===== config.mk =====
export PLATFORM = sky130hd
export DESIGN_NAME = mux_nto1_pipe
export DESIGN_NICKNAME = d
export VERILOG_FILES = /design/src/rtl/mux_pkg.sv /design/src/rtl/rr_arbiter.sv /design/src/rtl/mux_nto1_pipe.sv
export SDC_FILE = /design/constraint.sdc
export NUM_CORES = 1
export LEC_CHECK = 0
export CORE_UTILIZATION = 36
export DETAILED_ROUTE_END_ITERATION = 16
export GPL_ROUTABILITY_DRIVEN = 0
export PLACE_DENSITY = 0.92
export REMOVE_ABC_BUFFERS = 1
export SYNTH_ARGS = -nofsm -noshare
export SYNTH_HDL_FRONTEND = slang
export SYNTH_SLANG_ARGS = --single-unit

===== constraint.sdc =====
create_clock -name Clk -period 5.4 [get_ports Clk]
set_input_delay 1.62 -clock Clk [delete_from_list [all_inputs] [get_ports Clk]]
set_output_delay 1.62 -clock Clk [all_outputs]
set_load 0.01 [all_outputs]

===== src/rtl/mux_pkg.sv =====
// Shared constants and helpers for the pipelined N:1 word mux.
package mux_pkg;

    localparam logic MODE_SEL = 1'b0;
    localparam logic MODE_RR  = 1'b1;

    // Select/source field width; at least one bit so a 2-input mux still has a select.
    function automatic int unsigned sel_width(input int unsigned n);
        return (n <= 2) ? 1 : $clog2(n);
    endfunction

endpackage


===== src/rtl/rr_arbiter.sv =====
// Combinational rotating-priority arbiter: first requester at or after ptr, modulo N.
module rr_arbiter #(
    parameter int unsigned N     = 4,
    parameter int unsigned SEL_W = 2
) (
    input  logic [N-1:0]     req,
    input  logic [SEL_W-1:0] ptr,
    output logic [SEL_W-1:0] grant,
    output logic             grant_valid
);

    logic [2*N-1:0] w_req_dbl;
    logic [SEL_W:0] w_base;
    logic [N-1:0]   w_req_rot;

    // Doubling the request vector turns the wrap-around search into a plain window.
    assign w_req_dbl = {req, req};
    assign w_base    = {1'b0, ptr};
    assign w_req_rot = w_req_dbl[w_base +: N];

    always_comb begin
        grant_valid = 1'b0;
        grant       = '0;
        for (int i = 0; i < int'(N); i++) begin
            if (!grant_valid && w_req_rot[i]) begin
                grant_valid = 1'b1;
                grant       = SEL_W'((int'(ptr) + i) % int'(N));
            end
        end
    end

endmodule


===== src/rtl/mux_nto1_pipe.sv =====
// N-input registered word mux with select or round-robin choice, valid/ready and flush.
module mux_nto1_pipe
    import mux_pkg::*;
#(
    parameter int unsigned  WIDTH  = 32,
    parameter int unsigned  NUM_IN = 4,
    localparam int unsigned SEL_W  = sel_width(NUM_IN)
) (
    input  logic                    Clk,
    input  logic                    Rst,
    input  logic [NUM_IN*WIDTH-1:0] in_data,
    input  logic [NUM_IN-1:0]       in_valid,
    output logic [NUM_IN-1:0]       in_ready,
    input  logic [SEL_W-1:0]        sel,
    input  logic                    mode,
    input  logic                    flush,
    output logic [WIDTH-1:0]        out_data,
    output logic [SEL_W-1:0]        out_src,
    output logic                    out_valid,
    input  logic                    out_ready
);

    logic [WIDTH-1:0] r_data;
    logic [SEL_W-1:0] r_src;
    logic             r_valid;
    logic [SEL_W-1:0] r_ptr;

    logic [SEL_W-1:0] w_rr_grant;
    logic             w_rr_valid;
    logic             w_sel_hit;
    logic [SEL_W-1:0] w_grant;
    logic             w_grant_valid;
    logic             w_load_en;
    logic             w_xfer;
    logic [WIDTH-1:0] w_data;
    logic [SEL_W-1:0] w_ptr_nxt;

    rr_arbiter #(
        .N     (NUM_IN),
        .SEL_W (SEL_W)
    ) u_rr_arbiter (
        .req         (in_valid),
        .ptr         (r_ptr),
        .grant       (w_rr_grant),
        .grant_valid (w_rr_valid)
    );

    // An out-of-range sel matches no channel, so it never grants.
    always_comb begin
        w_sel_hit = 1'b0;
        for (int i = 0; i < int'(NUM_IN); i++) begin
            if (sel == SEL_W'(i) && in_valid[i]) begin
                w_sel_hit = 1'b1;
            end
        end
    end

    assign w_grant       = (mode == MODE_RR) ? w_rr_grant : sel;
    assign w_grant_valid = (mode == MODE_RR) ? w_rr_valid : w_sel_hit;
    assign w_load_en     = !r_valid || out_ready;
    assign w_xfer        = w_load_en && w_grant_valid && !flush && !Rst;
    assign w_ptr_nxt     = (w_grant == SEL_W'(NUM_IN - 1)) ? '0 : w_grant + SEL_W'(1);

    always_comb begin
        in_ready = '0;
        w_data   = '0;
        for (int i = 0; i < int'(NUM_IN); i++) begin
            if (w_grant == SEL_W'(i)) begin
                in_ready[i] = w_xfer;
                w_data      = in_data[i*WIDTH +: WIDTH];
            end
        end
    end

    always_ff @(posedge Clk) begin
        if (Rst) begin
            r_data  <= '0;
            r_src   <= '0;
            r_valid <= 1'b0;
            r_ptr   <= '0;
        end else if (flush) begin
            r_valid <= 1'b0;
        end else if (w_load_en) begin
            r_valid <= w_xfer;
            if (w_xfer) begin
                r_data <= w_data;
                r_src  <= w_grant;
                if (mode == MODE_RR) begin
                    r_ptr <= w_ptr_nxt;
                end
            end
        end
    end

    assign out_data  = r_data;
    assign out_src   = r_src;
    assign out_valid = r_valid;

endmodule


==> impl_results.md, run 1 <==
* Die Y at 87.3 microns
* CP required at 3.78 ns
* DIE AREA at 7620 sq um
* YS warnings at 0
* H-Tree Depth at 2
* Area growth syn-to-layout at 76.9%
* Synth Instances at between 200 and 300
* Drt total wl at ~10 mm
* Bufs on Longest Clock Path at 2
* Pwr Density at 199 nW/um^2
* Later-pin clock latency in the skew report at 0.28 ns
* Fmax at 0.189 GHz
* CP startpoint: in_valid[1]
* Final global-route overflow total at 0
* Critical Path End Type: output pin
* Vias in the first global route at 3342
* Vias per cell at between 5 and 6
* Fin util at 0.670
* Core Region at 6910 sq um
* Final Power at 0.921 mW
* Ports at about 180
* Final instance area at 4630 sq um
* Peak supply drop at 114 uV
* Setup CP Type: in -> out
* Overall global routing resource usage at 0.270
* Fin. Hold Viols at 0
* Dpl cells at approximately 540
* Num CTS Buffers at 5
* DR iter-0 viols at roughly 130
* Reg2reg start: r_ptr[1]
* Vias at 3206
* Worst min path class: reg -> reg
* Met2 Use GR at 0.504
* Antenna-violating nets left at 0
* M1 GR Usage at 0.296
* LEAKAGE at 1.62 nW
* Reg clk slew, reported paths at ~0.080 ns
* Final Cycle Share at 0.981
* Pins Over Slew Limit at 0
* Outcome: complete, no violations
* Hold path start: out_data[15]
* Register area share after synthesis at 0.283
* Clk root buf: clkbuf_8
* Mapped cell area at between 2000 and 3000 sq um
* DP Area at approximately 4500 sq um
* CP Max Fanout at 3
* Final WS setup at 0.102 ns
* Worst Tran Pin Value at 1.28 ns
* Seq cells post-synth at 37
* Setup violators final at 0
* Routed WL per cell at 19.0 microns
* DRC Markers at 0
* Finished Layout Cells at between 500 and 600
* Largest net degree at the start of global routing at 38
* Max_cap viols at 0
* WP data arrival at ~3.7 ns
* Final clock skew at 0.00381 ns
* Post-CTS setup buffers at 0
* Width of the die at 87.3 microns
* Syn_area_per_cell at approximately 9 sq um
* Startpoint Class: primary input
* Initial Utilization at 0.379
* Hold Buf Count CTS at 0
* Placed wire-length estimate at between 7 and 8 mm
* Drt pass-1 iters at 4
* Clock tree from TritonCTS: done
* Fraction of layout cells with a size suffix above 1 at 0.167
* Final min period at between 5 and 6 ns
* Post-layout net count at 596
* Met3 Use GR at 0.0758
* First-pass GRT wire length at 16.2 mm
* Synth cell types at 34
* Worst Setup Slack post-DPL at -0.354 ns
* Number of antenna violations at the first check in global routing at 0
* Most Used Layer, Global Route: met2
* Slew margin rel. at 0.144
* Num rows at 30
* Sink Count at 37
* # diodes at 0
* IO Port Bufs at 177
metrics by stage:
stage | TNS, ns | hold WS, ns
final | 0 | 0.520
after global routing | -0.00196 | 0.563
after CTS | 0 | 0.525
after detailed placement | -2.34 | 0.514
after global placement | -1.56 | 0.504
after floorplan | -1.48 | 0.514
logic make-up after synthesis:
group / share of synthesized area
adder cells (fa/ha/maj): 0.0191
AND/OR/NAND/NOR: 0.0392
multiplexers: 0.0167
AO/OA/AOI/OAI: 0.570
buffers and inverters: 0.0717
flip-flops: 0.283
critical path, stage by stage:
cell and delay (ns):
clkdlybuf4s50_1 0.44, or3b_2 0.46, o221a_2 0.15, mux2_2 0.28, buf_4 0.14, ha_1 0.21
inv_1 0.08, nor2_1 0.05, clkdlybuf4s15_1 0.25
layout make-up:
class                      count  area (sq um)
tap                           96           120
timing repair buffer         199          1920
inverter                       4          15.0
sequential                    37           741
clock inverter                 2          13.8
clock buffer                   6          82.6
multi-input combinational    206          1740
fill                         571          2280
repair_timing:
item                                    in CTS  in global routing
endpoints found under the setup margin       4                  5
pin swaps                                    0                  1
gates resized for setup                     10                  7
registers in the layout (all words and copies together) (netlist names):
name	count
r_ptr	2
out_src	2
out_data	32
out_valid	1
cell usage after synthesis:
cell type | n | share of area
a2111oi_0 | 1 | 0.0033
a211oi_1 | 4 | 0.011
a211oi_2 | 30 | 0.14
a21bo_2 | 1 | 0.0038
a21boi_0 | 1 | 0.0029
a21o_1 | 1 | 0.0029
a21oi_1 | 37 | 0.071
a221o_1 | 32 | 0.12
a22oi_1 | 32 | 0.092
a311oi_1 | 2 | 0.0067
a31o_2 | 1 | 0.0033
and2_1 | 1 | 0.0024
and3_1 | 2 | 0.0048
buf_1 | 1 | 0.0014
buf_2 | 3 | 0.0057
buf_6 | 4 | 0.017
clkbuf_1 | 29 | 0.042
dfxtp_1 | 37 | 0.28
ha_1 | 4 | 0.019
inv_1 | 4 | 0.0057
mux2_2 | 3 | 0.013
mux2i_1 | 1 | 0.0038
nand2_1 | 2 | 0.0029
nand2b_1 | 1 | 0.0024
nand3_1 | 1 | 0.0019
nor2_1 | 5 | 0.0072
nor2b_1 | 3 | 0.0072
nor3_1 | 2 | 0.0038
o21a_1 | 32 | 0.092
o21ai_0 | 2 | 0.0038
o221a_2 | 1 | 0.0043
o22a_1 | 1 | 0.0033
o41a_1 | 1 | 0.0043
or3b_2 | 2 | 0.0067
layout by cell type (no fill, tap or decap), types with 3 or more instances in the layout:
| cell | netlist | final |
|---|---|---|
| nor2_1 | 5 | 5 |
| buf_4 | 0 | 22 |
| mux2_2 | 3 | 3 |
| o21a_1 | 32 | 32 |
| inv_1 | 4 | 4 |
| clkbuf_8 | 0 | 6 |
| a21oi_1 | 37 | 37 |
| ha_1 | 4 | 4 |
| a22oi_1 | 32 | 32 |
| dfxtp_1 | 37 | 37 |
| a211oi_1 | 4 | 4 |
| clkdlybuf4s50_1 | 0 | 171 |
| a211oi_2 | 30 | 30 |
| a221o_1 | 32 | 32 |
layer usage:
layer	vias up	part of all wire
met5	-	0
li1	1491	-
met2	132	0.52
met3	14	0.080
met4	0	0.012
met1	1569	0.39
path summary, 6_finish.rpt:
kind,to,slack (ns),depth (start not counted)
worst max-delay path,in_ready[3],0.10,9
worst min-delay path,out_data[15],0.52,2
worst max register to register,out_data[4],1.60,11
worst min register to register,out_data[15],0.52,2
power by group:
group | switching, mW | internal [mW] | total [mW]
sequential | 0.0108 | 0.291 | 0.302
clock | 0.0996 | 0.103 | 0.203
combinational | 0.186 | 0.230 | 0.416
total | 0.297 | 0.624 | 0.921
No activity file was read; power rests on OpenSTA's default activity.
==> run 2: changes to the inputs <==
--- a/config.mk
+++ b/config.mk
@@ -8,7 +8,7 @@
 export CORE_UTILIZATION = 36
 export DETAILED_ROUTE_END_ITERATION = 16
 export GPL_ROUTABILITY_DRIVEN = 0
-export PLACE_DENSITY = 0.92
+export PLACE_DENSITY = 0.83
 export REMOVE_ABC_BUFFERS = 1
 export SYNTH_ARGS = -nofsm -noshare
 export SYNTH_HDL_FRONTEND = slang
==> impl_results.md, run 2 (synthesis gave the netlist of run 1 again) <==
* Max_cap viols at 0 (unchanged)
* Commonest non-fill, non-tap cells in the layout: clkdlybuf4s50_1, a21oi_1, dfxtp_1 (unchanged)
* Vias in the first global route at 3060 (was 3342)
* Startpoint Class: primary input (unchanged)
* Placed wire-length estimate at 7.03 mm (was 7.39 mm)
* Final WS setup at 0.0754 ns (was 0.102 ns)
* Final Cycle Share at 0.986 (was 0.981)
* DP Area at 4500 sq um (was 4510 sq um)
* CP Max Fanout at 3 (unchanged)
* Reg2Reg Setup Slack at 1.83 ns (was 1.60 ns)
* Area growth syn-to-layout at 77.2% (was 76.9%)
* Core Region at 6910 sq um (unchanged)
* Hold path start: out_data[15] (unchanged)
* Clk pwr share at 0.255 (was 0.221)
* Ports at 178 (unchanged)
* Sink Count at 37 (unchanged)
* DIE AREA at 7620 sq um (unchanged)
* Num rows at 30 (unchanged)
* LEAKAGE at 1.64 nW (was 1.62 nW)
* Initial Utilization at 0.379 (unchanged)
* Post-CTS setup buffers at 0 (unchanged)
* Antenna-violating nets left at 0 (unchanged)
* Vias at 3115 (was 3206)
* Combinational Power Share at 0.431 (was 0.452)
* Max FFs per register at 32 (unchanged)
* Die Y at 87.3 microns (unchanged)
* WHS at 0.524 ns (was 0.520 ns)
* Num CTS Buffers at 5 (unchanged)
* Drt pass-1 iters at 4 (unchanged)
* DRC Markers at 0 (unchanged)
* Bufs on Longest Clock Path at 2 (unchanged)
* Clk root buf: clkbuf_8 (unchanged)
* Worst R2R End: out_data[11] (was out_data[4])
* Worst Setup Slack post-DPL at -0.434 ns (was -0.354 ns)
* Final TNS setup at 0 ns (unchanged)
* Largest net degree at the start of global routing at 38 (unchanged)
* Critical Path End Type: output pin (unchanged)
* DR iter-0 viols at 119 (was 131)
* Worst reg2reg path depth at 11 (unchanged)
* Clock tree from TritonCTS: done (unchanged)
* Fin. Hold Viols at 0 (unchanged)
* Overall global routing resource usage at 0.261 (was 0.270)
* Vias per cell at 5.67 (was 5.83)
* Number of antenna violations at the first check in global routing at 0 (unchanged)
* Drt total wl at 10.2 mm (was 10.5 mm)
* Reg2reg start: r_ptr[1] (unchanged)
* Commonest non-fill, non-tap cell in the layout: clkdlybuf4s50_1 (unchanged)
* Hold Buf Count CTS at 0 (unchanged)
* Peak supply drop at 140 uV (was 114 uV)
* Setup CP Type: in -> out (unchanged)
* Pwr Density at 207 nW/um^2 (was 199 nW/um^2)
* First-pass GRT wire length at 15.4 mm (was 16.2 mm)
* Reg clk slew, reported paths at 0.07 ns (was 0.08 ns)
* Setup violators final at 0 (unchanged)
* IO Port Bufs at 177 (unchanged)
* CP required at 3.78 ns (about the same)
* Fmax at 0.188 GHz (was 0.189 GHz)
* Post-layout net count at 595 (was 596)
* P_int at 0.671 mW (was 0.624 mW)
* Final clock skew at 0.00541 ns (was 0.00381 ns)
* WP data arrival at 3.70 ns (was 3.68 ns)
* Later-pin clock latency in the skew report at 0.28 ns (about the same)
* Sw power at 0.290 mW (was 0.297 mW)
* Sw Share at 0.302 (was 0.322)
* Flop pwr share at 0.314 (was 0.328)
* Pins Over Slew Limit at 0 (unchanged)
* Routed WL per cell at 18.5 microns (was 19.0 microns)
* Outcome: complete, no violations (unchanged)
* Final min period at 5.32 ns (was 5.30 ns)
* Worst Tran Pin Value at 0.997 ns (was 1.28 ns)
* Slew margin rel. at 0.335 (was 0.144)
* Fraction of layout cells with a size suffix above 1 at 0.161 (was 0.167)
* Final global-route overflow total at 0 (unchanged)
* H-Tree Depth at 2 (unchanged)
* Hold path endpoint: out_data[15] (unchanged)
* Width of the die at 87.3 microns (unchanged)
* Fin util at 0.671 (was 0.670)
* # diodes at 0 (unchanged)
* Worst min path class: reg -> reg (unchanged)
* Final instance area at 4640 sq um (was 4630 sq um)
* Cells on Worst Hold Path at 2 (unchanged)
* RSZ-0062 raised after global routing: false
## run 2: area by class of cell
type                            count  area, sq um
Multi-Input combinational cell    206         1730
Clock buffer                        7         86.3
Sequential cell                    37          741
Clock inverter                      1         30.0
Fill cell                         593         2270
Tap cell                           96          120
Timing Repair Buffer              198         1920
Inverter                            4         15.0
## run 2: worst max-delay path: stages
cell and delay (ns):
clkdlybuf4s50_1 0.48, or3b_4 0.39, a2111oi_4 0.32, a311oi_2 0.10, buf_4 0.18, ha_1 0.18
and3_1 0.14, dlygate4sd2_1 0.29
## run 2: per-layer routing
metal | vias up | GRT usage | wire length (microns)
li1 | 1484 | - | -
met1 | 1492 | 0.301 | 4110
met2 | 129 | 0.467 | 5130
met3 | 10 | 0.0739 | 813
met4 | 0 | 0.0730 | 108
met5 | - | 0 | 0
## run 2: repair_timing
action,CTS,global route
gates resized for setup,9,4
pin swaps,1,1
setup endpoints to repair,4,4
endpoints found under the hold margin,0,0
## run 2: how the worst max path moves through the flow
stage | start | endpoint | slack [ns] | depth (start not counted)
global route | in_valid[3] | in_ready[1] | 0.0008 | 8
floorplan | in_valid[2] | in_ready[2] | -0.40 | 7
detailed placement | in_valid[3] | in_ready[3] | -0.43 | 9
CTS | in_valid[2] | in_ready[1] | 0.01 | 8
finish | in_valid[3] | in_ready[1] | 0.08 | 8
global placement | in_valid[3] | in_ready[2] | -0.33 | 9
## run 2: power by group through the flow
stage / clock [mW] / combinational [mW] / sequential (mW)
6_report: 0.245 / 0.415 / 0.302
5_1_grt: 0.266 / 0.444 / 0.304
4_1_cts: 0.253 / 0.415 / 0.301
3_5_place_dp: 0 / 0.410 / 0.307
3_3_place_gp: 0 / 0.401 / 0.307
2_1_floorplan: 0 / 0.187 / 0.315
## run 2: stage by stage
| step | instances | total power [mW] |
|---|---|---|
| after floorplan | 247 | 0.502 |
| after global placement | 541 | 0.708 |
| after detailed placement | 541 | 0.718 |
| after CTS | 549 | 0.969 |
| after global routing | 549 | 1.01 |
| final | 549 | 0.961 |
==> run 3: changes to the inputs <==
--- a/config.mk
+++ b/config.mk
@@ -7,9 +7,10 @@
 export LEC_CHECK = 0
 export CORE_UTILIZATION = 36
 export DETAILED_ROUTE_END_ITERATION = 16
-export GPL_ROUTABILITY_DRIVEN = 0
 export PLACE_DENSITY = 0.83
 export REMOVE_ABC_BUFFERS = 1
+export SKIP_CTS_REPAIR_TIMING = 1
+export SLEW_MARGIN = 25
 export SYNTH_ARGS = -nofsm -noshare
 export SYNTH_HDL_FRONTEND = slang
 export SYNTH_SLANG_ARGS = --single-unit
==> impl_results.md, run 3 (synthesis gave the netlist of run 1 again) <==
* Worst Setup Slack post-DPL at -0.434 ns (unchanged)
* Core Region at 6910 sq um (unchanged)
* Outcome: complete, no violations (unchanged)
* Delay-heaviest family, CP: buffers and inverters (unchanged)
* Final global-route overflow total at 0 (unchanged)
* WP buf/inv at 3 (unchanged)
* Gpl congestion at 0.783
* Setup CP Type: in -> out (unchanged)
* Reg2Reg Setup Slack at 1.82 ns (was 1.83 ns)
* CP Max Fanout at 3 (unchanged)
* Die Y at 87.3 microns (unchanged)
* DP Area at 4500 sq um (unchanged)
* Commonest non-fill, non-tap cell in the layout: clkdlybuf4s50_1 (unchanged)
* Sink Count at 37 (unchanged)
* Routed WL per cell at 18.6 microns (was 18.5 microns)
* Drt pass-1 iters at 4 (unchanged)
* Area growth syn-to-layout at 77.4% (was 77.2%)
* WP data arrival at 3.69 ns (was 3.70 ns)
* Width of the die at 87.3 microns (unchanged)
* Worst Tran Pin Value at 0.972 ns (was 0.997 ns)
* Peak supply drop at 140 uV (about the same)
* Final min period at 5.31 ns (was 5.32 ns)
* Placed wire-length estimate at 7.03 mm (unchanged)
* Reg2reg start: r_ptr[1] (unchanged)
* # diodes at 0 (unchanged)
* Initial Utilization at 0.379 (unchanged)
* Startpoint Class: primary input (unchanged)
* Max_cap viols at 0 (unchanged)
* Fin. Hold Viols at 0 (unchanged)
* Worst R2R End: out_data[11] (unchanged)
* Drt total wl at 10.2 mm (about the same)
* Cells on Worst Hold Path at 2 (unchanged)
* Bufs on Longest Clock Path at 2 (unchanged)
* Hold path endpoint: out_data[15] (unchanged)
* H-Tree Depth at 2 (unchanged)
* CP max stage delay at 0.50 ns (was 0.48 ns)
* Vias at 3137 (was 3115)
* Post-layout net count at 595 (unchanged)
* Critical Path End Type: output pin (unchanged)
* Vias in the first global route at 3062 (was 3060)
* Ports at 178 (unchanged)
* Final Power at 0.963 mW (was 0.961 mW)
* Slew margin rel. at 0.352 (was 0.335)
* RSZ-0062 raised after global routing: false (unchanged)
* Setup violators final at 0 (unchanged)
* Later-pin clock latency in the skew report at 0.28 ns (about the same)
* Clock tree from TritonCTS: done (unchanged)
* Number of antenna violations at the first check in global routing at 0 (unchanged)
* Antenna-violating nets left at 0 (unchanged)
* Final WS setup at 0.0853 ns (was 0.0754 ns)
* Max FFs per register at 32 (unchanged)
* Final instance area at 4640 sq um (about the same)
* Clk root buf: clkbuf_8 (unchanged)
* Overall global routing resource usage at 0.258 (was 0.261)
* Vias per cell at 5.71 (was 5.67)
* Hold path start: out_data[15] (unchanged)
* Commonest non-fill, non-tap cells in the layout: clkdlybuf4s50_1, a21oi_1, dfxtp_1 (unchanged)
* DRC Markers at 0 (unchanged)
* LEAKAGE at 1.67 nW (was 1.64 nW)
* Final Cycle Share at 0.984 (was 0.986)
* Largest net degree at the start of global routing at 38 (unchanged)
* Worst reg2reg path depth at 11 (unchanged)
* Worst min path class: reg -> reg (unchanged)
* First-pass GRT wire length at 15.3 mm (was 15.4 mm)
* Crit-path slowest cell: clkdlybuf4s50_1 (unchanged)
* CP startpoint: in_valid[2] (was in_valid[3])
* Critical path cell sequence: clkdlybuf4s50_1 > or3b_2 > o221a_2 > mux2_2 > buf_4 > ha_1 > and3_1 > dlymetal6s2s_1 (was clkdlybuf4s50_1 > or3b_4 > a2111oi_4 > a311oi_2 > buf_4 > ha_1 > and3_1 > dlygate4sd2_1)
* DIE AREA at 7620 sq um (unchanged)
* DR iter-0 viols at 121 (was 119)
* Final clock skew at 0.00476 ns (was 0.00541 ns)
* Reg clk slew, reported paths at 0.07 ns (about the same)
* CP required at 3.78 ns (about the same)
* Fmax at 0.188 GHz (about the same)
* Pwr Density at 207 nW/um^2 (about the same)
* IO Port Bufs at 177 (unchanged)
* Fraction of layout cells with a size suffix above 1 at 0.161 (unchanged)
* Num CTS Buffers at 5 (unchanged)
* Num rows at 30 (unchanged)
* Pins Over Slew Limit at 0 (unchanged)
run 3: through the flow:
stage	util	hold slack, ns	cells	TNS [ns]
6_report	0.672	0.524	549	0
5_1_grt	0.672	0.570	549	0
4_1_cts	0.668	0.524	549	-1.66
3_5_place_dp	0.651	0.515	541	-1.88
3_3_place_gp	0.651	0.508	541	-1.17
2_1_floorplan	-	0.514	247	-1.48
run 3: worst min-delay path, delay by kind of cell, from the launching register on:
family / cells / cell delay [ns]
flip-flops: 1 / 0.32
AO/OA/AOI/OAI: 2 / 0.16
run 3: metal layers:
metal  track usage  vias to the layer above  share of wire
met5             0                        -              0
met4        0.0805                        0          0.014
met3        0.0730                       12          0.087
met2         0.464                      138           0.51
met1         0.294                     1502           0.39
li1              -                     1485              -
run 3: where the power goes:
group	switching, mW	total, mW	internal (mW)
clock network	0.0954	0.246	0.151
registers	0.0104	0.302	0.291
logic	0.186	0.415	0.229
total	0.291	0.963	0.671
run 3: final cells by class:
class / count / area (sq um)
Clock inverter: 1 / 30.0
Timing Repair Buffer: 198 / 1930
Clock buffer: 7 / 86.3
Sequential cell: 37 / 741
Multi-Input combinational cell: 206 / 1730
Inverter: 4 / 15.0
Tap cell: 96 / 120
Fill cell: 595 / 2260
run 3: worst max-delay path by stage:
stage             endpoint  slack, ns  cells past startpoint
6_report       in_ready[1]       0.09                      8
5_1_grt        in_ready[1]       0.02                      8
4_1_cts        in_ready[3]      -0.44                      9
3_5_place_dp   in_ready[3]      -0.43                      9
3_3_place_gp   in_ready[2]      -0.33                      9
2_1_floorplan  in_ready[2]      -0.40                      7
